$ cat config.mk
export PLATFORM = sky130hd
export DESIGN_NAME = hex_display_driver_flat
export DESIGN_NICKNAME = d
export VERILOG_FILES = /design/src/rtl/display_pkg.sv /design/src/rtl/hex_display_driver_if.sv /design/src/rtl/hex_to_seg.sv /design/src/rtl/hex_display_driver.sv /design/src/flat_wrapper.sv
export SDC_FILE = /design/constraint.sdc
export NUM_CORES = 1
export LEC_CHECK = 0
export ABC_AREA = 1
export ABC_CLOCK_PERIOD_IN_PS = 1500
export CORE_MARGIN = 8
export CORE_UTILIZATION = 36
export CTS_CLUSTER_SIZE = 20
export DETAILED_ROUTE_END_ITERATION = 7
export HOLD_SLACK_MARGIN = 0.05
export SYNTH_ARGS = -nofsm -noshare
export SYNTH_HDL_FRONTEND = slang
export SYNTH_SLANG_ARGS = --single-unit
$ cat constraint.sdc
create_clock -name sysclk -period 1.5 [get_ports sysclk]
set_input_delay 0.3 -clock sysclk [delete_from_list [all_inputs] [get_ports sysclk]]
set_output_delay 0.3 -clock sysclk [all_outputs]
set_load 0.02 [all_outputs]
$ cat src/rtl/display_pkg.sv
// rtl/display_pkg.sv - shared constants and scan-state encoding for the hex display driver
// Contents: SEG_HEX_0..F active-low segment patterns {g,f,e,d,c,b,a},
//           SEG_OFF / AN_OFF dark values, per-digit anode patterns, digit_e scan states.
package display_pkg;

  localparam logic [6:0] SEG_HEX_0 = 7'h40;
  localparam logic [6:0] SEG_HEX_1 = 7'h79;
  localparam logic [6:0] SEG_HEX_2 = 7'h24;
  localparam logic [6:0] SEG_HEX_3 = 7'h30;
  localparam logic [6:0] SEG_HEX_4 = 7'h19;
  localparam logic [6:0] SEG_HEX_5 = 7'h12;
  localparam logic [6:0] SEG_HEX_6 = 7'h02;
  localparam logic [6:0] SEG_HEX_7 = 7'h78;
  localparam logic [6:0] SEG_HEX_8 = 7'h00;
  localparam logic [6:0] SEG_HEX_9 = 7'h10;
  localparam logic [6:0] SEG_HEX_A = 7'h08;
  localparam logic [6:0] SEG_HEX_B = 7'h03;
  localparam logic [6:0] SEG_HEX_C = 7'h46;
  localparam logic [6:0] SEG_HEX_D = 7'h21;
  localparam logic [6:0] SEG_HEX_E = 7'h06;
  localparam logic [6:0] SEG_HEX_F = 7'h0E;

  localparam logic [6:0] SEG_OFF = 7'h7F;
  localparam logic [1:0] AN_OFF  = 2'b11;
  localparam logic [1:0] AN_DIG0 = 2'b10;
  localparam logic [1:0] AN_DIG1 = 2'b01;

  typedef enum logic {
    DIG0 = 1'b0,
    DIG1 = 1'b1
  } digit_e;

endpackage

$ cat src/rtl/hex_display_driver_if.sv
// rtl/hex_display_driver_if.sv - capture/blank inputs and 7-segment outputs of the display driver
// Signals: data[7:0], load, blank (toward driver); seg[6:0], dp, an[1:0] (from driver).
// Modports: master = upstream/board side, slave = the driver.
interface hex_display_driver_if;
  logic [7:0] data;
  logic       load;
  logic       blank;
  logic [6:0] seg;
  logic       dp;
  logic [1:0] an;

  modport master (output data, load, blank, input seg, dp, an);
  modport slave  (input data, load, blank, output seg, dp, an);
endinterface

$ cat src/rtl/hex_to_seg.sv
// rtl/hex_to_seg.sv - combinational hex nibble to active-low 7-segment decoder
// Ports: nibble[3:0] in; seg[6:0] out, {g,f,e,d,c,b,a}, active-low.
module hex_to_seg
  import display_pkg::*;
(
  input  logic [3:0] nibble,
  output logic [6:0] seg
);

  always_comb begin
    seg = SEG_OFF;
    case (nibble)
      4'h0: seg = SEG_HEX_0;
      4'h1: seg = SEG_HEX_1;
      4'h2: seg = SEG_HEX_2;
      4'h3: seg = SEG_HEX_3;
      4'h4: seg = SEG_HEX_4;
      4'h5: seg = SEG_HEX_5;
      4'h6: seg = SEG_HEX_6;
      4'h7: seg = SEG_HEX_7;
      4'h8: seg = SEG_HEX_8;
      4'h9: seg = SEG_HEX_9;
      4'hA: seg = SEG_HEX_A;
      4'hB: seg = SEG_HEX_B;
      4'hC: seg = SEG_HEX_C;
      4'hD: seg = SEG_HEX_D;
      4'hE: seg = SEG_HEX_E;
      4'hF: seg = SEG_HEX_F;
      default: seg = SEG_OFF;
    endcase
  end

endmodule

$ cat src/rtl/hex_display_driver.sv
// rtl/hex_display_driver.sv - two-digit time-multiplexed common-anode hex display driver
// Ports: sysclk (rising edge), rst_n (async assert, active-low),
//        disp.slave: data/load capture, blank, registered seg/an outputs, dp tied off.
// Params: REFRESH_DIV cycles per digit (must be >= 1), BLANK_LEADING darkens a zero high digit.
module hex_display_driver
  import display_pkg::*;
#(
  parameter int REFRESH_DIV   = 100000,
  parameter bit BLANK_LEADING = 1'b0
) (
  input  logic             sysclk,
  input  logic             rst_n,
  hex_display_driver_if.slave disp
);

  localparam int CNT_W = (REFRESH_DIV > 1) ? $clog2(REFRESH_DIV) : 1;
  localparam logic [CNT_W-1:0] CNT_LAST = CNT_W'(REFRESH_DIV - 1);

  logic [7:0]       data_q,  data_d;
  logic [CNT_W-1:0] cnt_q,   cnt_d;
  digit_e           digit_q, digit_d;
  logic [6:0]       seg_q,   seg_d;
  logic [1:0]       an_q,    an_d;

  logic             cnt_last;
  logic [3:0]       nibble;
  logic [6:0]       dec_seg;
  logic             dark;

  // Holding register and refresh counter
  always_comb begin
    data_d   = disp.load ? disp.data : data_q;
    cnt_last = (cnt_q == CNT_LAST);
    cnt_d    = cnt_last ? '0 : cnt_q + CNT_W'(1);
  end

  // Scan FSM next state: flips only on the terminal count
  always_comb begin
    digit_d = digit_q;
    if (cnt_last) begin
      case (digit_q)
        DIG0:    digit_d = DIG1;
        DIG1:    digit_d = DIG0;
        default: digit_d = DIG0;
      endcase
    end
  end

  assign nibble = (digit_q == DIG1) ? data_q[7:4] : data_q[3:0];

  hex_to_seg u_hex_to_seg (
    .nibble (nibble),
    .seg    (dec_seg)
  );

  // Output register input: built from the current state so a load and a
  // digit toggle on the same edge both show up together one edge later.
  always_comb begin
    dark = disp.blank ||
           (BLANK_LEADING && (digit_q == DIG1) && (data_q[7:4] == 4'h0));
    seg_d = dark ? SEG_OFF : dec_seg;
    an_d  = dark ? AN_OFF : ((digit_q == DIG1) ? AN_DIG1 : AN_DIG0);
  end

  always_ff @(posedge sysclk or negedge rst_n) begin
    if (!rst_n) begin
      data_q  <= 8'h00;
      cnt_q   <= '0;
      digit_q <= DIG0;
      seg_q   <= SEG_OFF;
      an_q    <= AN_OFF;
    end else begin
      data_q  <= data_d;
      cnt_q   <= cnt_d;
      digit_q <= digit_d;
      seg_q   <= seg_d;
      an_q    <= an_d;
    end
  end

  assign disp.seg = seg_q;
  assign disp.an  = an_q;
  assign disp.dp  = 1'b1;

endmodule

$ cat src/flat_wrapper.sv
// flat-port wrapper written by rule: the top's interface ports become plain ports
module hex_display_driver_flat import display_pkg::*;
#(
  parameter int REFRESH_DIV   = 100000,
  parameter bit BLANK_LEADING = 1'b0
)
  (sysclk, rst_n, disp_data, disp_load, disp_blank, disp_seg, disp_dp, disp_an);
  hex_display_driver_if disp_i ();
  input  logic sysclk;
  input  logic rst_n;
  input wire logic [$bits(disp_i.data)-1:0] disp_data;
  input wire logic [$bits(disp_i.load)-1:0] disp_load;
  input wire logic [$bits(disp_i.blank)-1:0] disp_blank;
  output wire logic [$bits(disp_i.seg)-1:0] disp_seg;
  output wire logic [$bits(disp_i.dp)-1:0] disp_dp;
  output wire logic [$bits(disp_i.an)-1:0] disp_an;
  assign disp_i.data = disp_data;
  assign disp_i.load = disp_load;
  assign disp_i.blank = disp_blank;
  assign disp_seg = disp_i.seg;
  assign disp_dp = disp_i.dp;
  assign disp_an = disp_i.an;
  hex_display_driver #(.REFRESH_DIV(REFRESH_DIV), .BLANK_LEADING(BLANK_LEADING)) u_core (.sysclk(sysclk), .rst_n(rst_n), .disp(disp_i));
endmodule
==> After elaboration in Yosys (flattened, before gate mapping) <==
Memories as Yosys holds them, arrays and structs flattened.
Index checks and enable logic that the tools add are counted.
{ "totals": {"out_inout_bits": 10, "memories": 1, "register_bits": 35, "romBits": 112} }
{ "classes": {"add_sub_neg": 1, "eq_ne": 1, "n_bitwise": 1, "n_mux": 6} }
{ "memory_table": {"columns": ["memory", "words", "word_bits", "read_ports", "rd_ports_with_merged_regs", "wr", "line_no", "rtl"], "rows": [
  ["(no name shown)", 16, 7, 1, 0, 0, "hex_to_seg.sv:12", "case (nibble)"]
]} }
{ "ops": {"columns": ["op", "n"], "rows": [
  ["adder 17 x 1 -> 17 bit (second input constant)", 1],
  ["equality test 17 bit (second input constant)", 1],
  ["two-way mux 17 bit", 1],
  ["two-way mux 7 bit", 1],
  ["two-way mux 2 bit", 2],
  ["two-way mux 4 bit", 1],
  ["case mux 1 bit (2 select lines)", 1],
  ["NOT 1 bit", 1]
]} }

==> Depth between registers and ports, before layout <==
An unclocked memory read counts as a cell.
{ "depth": {"ltp_word": 3, "depth_mapped": 9, "ltp_nobuf": 8} }

==> Hierarchy <==
Synthesis repeated with hierarchy kept, for this count alone.
{ "hier_totals": {"hier_cells": 246, "area_unflattened_um2": 1960.6} }
{ "by_module_without_submodules": {"columns": ["mod", "n_inst", "seq_area_each_um2", "cells_each", "area_each_um2"], "rows": [
  ["hex_display_driver", 1, 887.1, 197, 1686.6],
  ["hex_to_seg", 1, 0.0, 49, 274.0]
]} }

==> Worst setup path before layout <==
OpenSTA, ideal clock, no wires.
{ "synth_path": {"kind": "flip-flop to flip-flop", "start": "register u_core.digit_q", "end": "register u_core.seg_q[0] (netlist: u_core.disp.seg[0])", "path_stages_with_launch": 9, "path_slack_ns": 0.039, "arrival_time_ns": 1.375, "period_less_slack_ns": 1.461, "setup_ns": 0.086, "cell_sequence": "dfrtp_1 -> buf_6 -> o21ai_2 -> inv_1 -> ha_1 -> inv_1 -> nand2_2 -> nand3_1 -> nand3_1"} }
{ "synth_between": {"elab_chain_cells": 3} }
{ "synth_lines": {"columns": ["item", "line_no", "rtl"], "rows": [
  ["start, declared", "hex_display_driver.sv:21", "digit_e digit_q, digit_d;"],
  ["start signal, assigned", "hex_display_driver.sv:75", "digit_q <= digit_d;"],
  ["two-way mux 4 bit", "hex_display_driver.sv:49", "assign nibble = (digit_q == DIG1) ? data_q[7:4] : data_q[3:0];"],
  ["memory (16 x 7 bit)", null, null],
  ["two-way mux 7 bit", "hex_display_driver.sv:61", "seg_d = dark ? SEG_OFF : dec_seg;"],
  ["named net u_core.seg_d[0]", "hex_display_driver.sv:22", "logic [6:0] seg_q, seg_d;"],
  ["end signal, assigned", "hex_display_driver.sv:76", "seg_q <= seg_d;"],
  ["end, declared", "hex_display_driver.sv:22", null]
]} }
The timed path passes the listed nets, and every way through them passes these cells.
A chain may end at the register's enable or synchronous reset.

==> Final worst setup path <==
{ "layout_path": {"start": "register u_core.seg_q[3] (netlist: u_core.disp.seg[3])", "end": "output port disp_seg[3]"} }
{ "layout_lines": {"columns": ["item", "line_no", "rtl"], "rows": [
  ["end, declared", "flat_wrapper.sv:14", "output wire logic [$bits(disp_i.seg)-1:0] disp_seg;"]
]} }
No word-level cell between the ends.

==> reports/qor.yml <==
cts_hold_buf: 0
die_h_um: 91.41
htree_levels: 2
clock-root-buffer: "clkbuf_8"
area_growth_pct: 20.17
cts_setup_buffers: 0
power.leakage_nw: 1.252
max_stage_delay_ns: 0.52
grt_overflow_total: 0
numCtsBuffers: 5
firstDrtPassIters: 4
top_layer_used: "met4"
ir_worst_vdd_uv: 343.5
synthDistinctLibCells: 32
fin_crit_sh: 0.9571
remaining_drc_errors: 0
crit_fanout: 1
run_status: "finished, final reports clean"
hold_class: "input port to asynchronous set/reset pin"
setup_tns_ns: 0
grt_pass1_vias: 1597
drt-initial-drc-count: 117
whs_ns: 0.3693
max_cap_violations: 0
rows: 27
core_area_sq_um: 5507
ys_ff_latch: 35
async_reset_ff_frac: 1.000
crit_family: "flip-flops"
hold_violations: 0
start_kind: "flip-flop"
viasPerCell: 4.443
worstPathArrival_ns: 1.14
p_per_area_nw_per_um2: 798.1
yosysMostFrequentCell: "nand2_1"
yosys-top-cells-area: "dfrtp_1 32%, nand2_1 12%, dfstp_2 12%, inv_1 7.2%, nand3_1 6.4%"
die_area_sq_um: 8355
netlist_instances: 257
yosysTopAreaCell: "dfrtp_1"
ys.flop_type: "dfrtp_1"
ant_nets: 0
wl_met3_um: 144
antennaDiodeCount: 0
crit_slowest_cell: "dfstp_2"
yosys.area_share.adder: 0.04279
yosysSeqAreaShare: 0.4334
cts.clk_slew.worst_paths_ns: 0.07
insertion_delay_ns: 0.29
critical_path_class: "flip-flop to primary output"
synth_compound_area_frac: 0.06968
fmax_mhz: 696.5
synthXorXnorAreaFrac: 0.02139
cts_sinks: 35
gp_congestion: 0.8638
final_nets: 307
cp.required_ns: 1.20
finalClockSkew_ns: 0.005847
grt_start_max_net_pins: 36
initial_core_util: 0.3717
min_period_ns: 1.436
grt_pass1_wl_mm: 7.189
num_vias: 1604
slew_viol_final: 0
synth_top_family_by_area: "simple AND/OR/NAND/NOR gates"
muxShareOfSynthArea: 0.02200
synth_top_area_frac: 0.3178
tritoncts: "yes"
wl_met1_mm: 2.017
post_synth_and_or_nand_nor_area_fraction: 0.3075
synth_commonest_cells: "66 x nand2_1, 39 x inv_1, 26 x dfrtp_1, 26 x nand3_1, 25 x nor2_1"
cp_cell_sequence: "dlygate4sd2_1"
cp_num_buf_inv: 1
setup_viol: 0
layout-drive-gt1-share: 0.2007
die_w_um: 91.41
clockBufferDepth: 2
wirelength_mm: 3.891
grtUsageTotal: 0.1047
pin_count: 22
synth_edf_count: 0
crit_path_end_kind: "primary output"
syn_area_per_cell_sq_um: 7.965
wl_met2_mm: 1.666
avgRoutedWirePerCell_um: 10.78
antenna_found_initial: 0
synth_area_sq_um: 2047
portBuffers: 20
rsz0062_at_grt: "false"
syn_nets: 276
ys_warn_count: 0
dpl.hpwl_mm: 3.044
through the flow:
stage	setup WS (ns)	total power, mW	instance area (sq um)	utilization	cells
floorplan	0.03866	1.198	2047	-	257
global placement	0.1043	1.329	2375	0.4313	353
detailed placement	0.06163	1.333	2375	0.4313	353
CTS	0.04153	1.988	2449	0.4447	361
global route	0.0004324	2.077	2460	0.4467	361
finish	0.06432	1.963	2460	0.4467	361
report_power, final:
group | internal, mW | switching, mW | leakage (nW)
combinational | 0.121 | 0.163 | 0.785
sequential | 1.00 | 0.0124 | 0.426
clock | 0.324 | 0.342 | 0.0412
cell families after synthesis:
logic type | count (synthesis)
AOI/OAI and AO/OA | 20
xor gates and xnor gates | 5
adders and majority gates | 7
buffers and inverters | 50
DFF | 35
muxes | 4
other | 1
and+or+nand+nor | 135
layout by cell type, fill, tap and decap left out, drive strengths merged:
cell type      netlist  layout
a31oi                1       1
a21oi                3       3
conb                 1       1
o21ai               12      12
o211ai               1       1
clkinv               0       1
inv                 46      46
dfrtp               26      26
dlygate4sd2          0       9
xnor2                1       1
clkinvlp             0       1
or2                  1       1
buf                  4       8
nand2               70      70
nand3               29      29
mux2                 4       4
clkbuf               0       6
nor3                 2       2
nand4                4       4
o21bai               3       3
dfstp                9       9
xor2                 4       4
clkdlybuf4s50        0      11
nor2                29      29
ha                   7       7
sequential cells by signal, indices dropped and copies added, names as in the netlist:
| register | count |
|---|---|
| u_core.cnt_q | 17 |
| u_core.data_q | 8 |
| u_core.disp.seg | 7 |
| u_core.disp.an | 2 |
| u_core.digit_q | 1 |
worst paths after layout:
| check | from | endpoint | slack, ns | cells past startpoint |
|---|---|---|---|---|
| min in group sysclk | u_core.data_q[4]$_DFFE_PN0P_ | u_core.data_q[4]$_DFFE_PN0P_ | 0.52 | 1 |
| worst max register to register | u_core.digit_q$_DFFE_PN0N_ | u_core.disp.seg[3]$_DFF_PN1_ | 0.11 | 7 |
| max in group asynchronous | rst_n | u_core.disp.seg[3]$_DFF_PN1_ | 0.88 | 2 |
| worst max-delay path | u_core.disp.seg[3]$_DFF_PN1_ | disp_seg[3] | 0.06 | 1 |
| worst min-delay path | rst_n | u_core.cnt_q[0]$_DFF_PN0_ | 0.37 | 2 |
| worst min register to register | u_core.data_q[4]$_DFFE_PN0P_ | u_core.data_q[4]$_DFFE_PN0P_ | 0.52 | 1 |
routing by layer:
layer / vias up / GRT usage
li1: 855 / -
met1: 716 / 0.1393
met3: 4 / 0.02716
met2: 29 / 0.1555
met4: 0 / 0.04502
met5: - / 0
area by class of cell:
type / instances / area (sq um)
fillers: 547 / 3047
multi-input cells: 172 / 962.2
flip-flops and latches: 35 / 888.4
repair buffers: 28 / 261.5
inverters: 46 / 172.7
well taps: 72 / 90.09
clock buffers: 6 / 72.57
clock inverters: 2 / 12.51
repair_timing:
action,in CTS,in global routing
setup endpoints to repair,9,5
cloned,0,0
resized for setup,9,5
(Power assumes the default switching activity.)
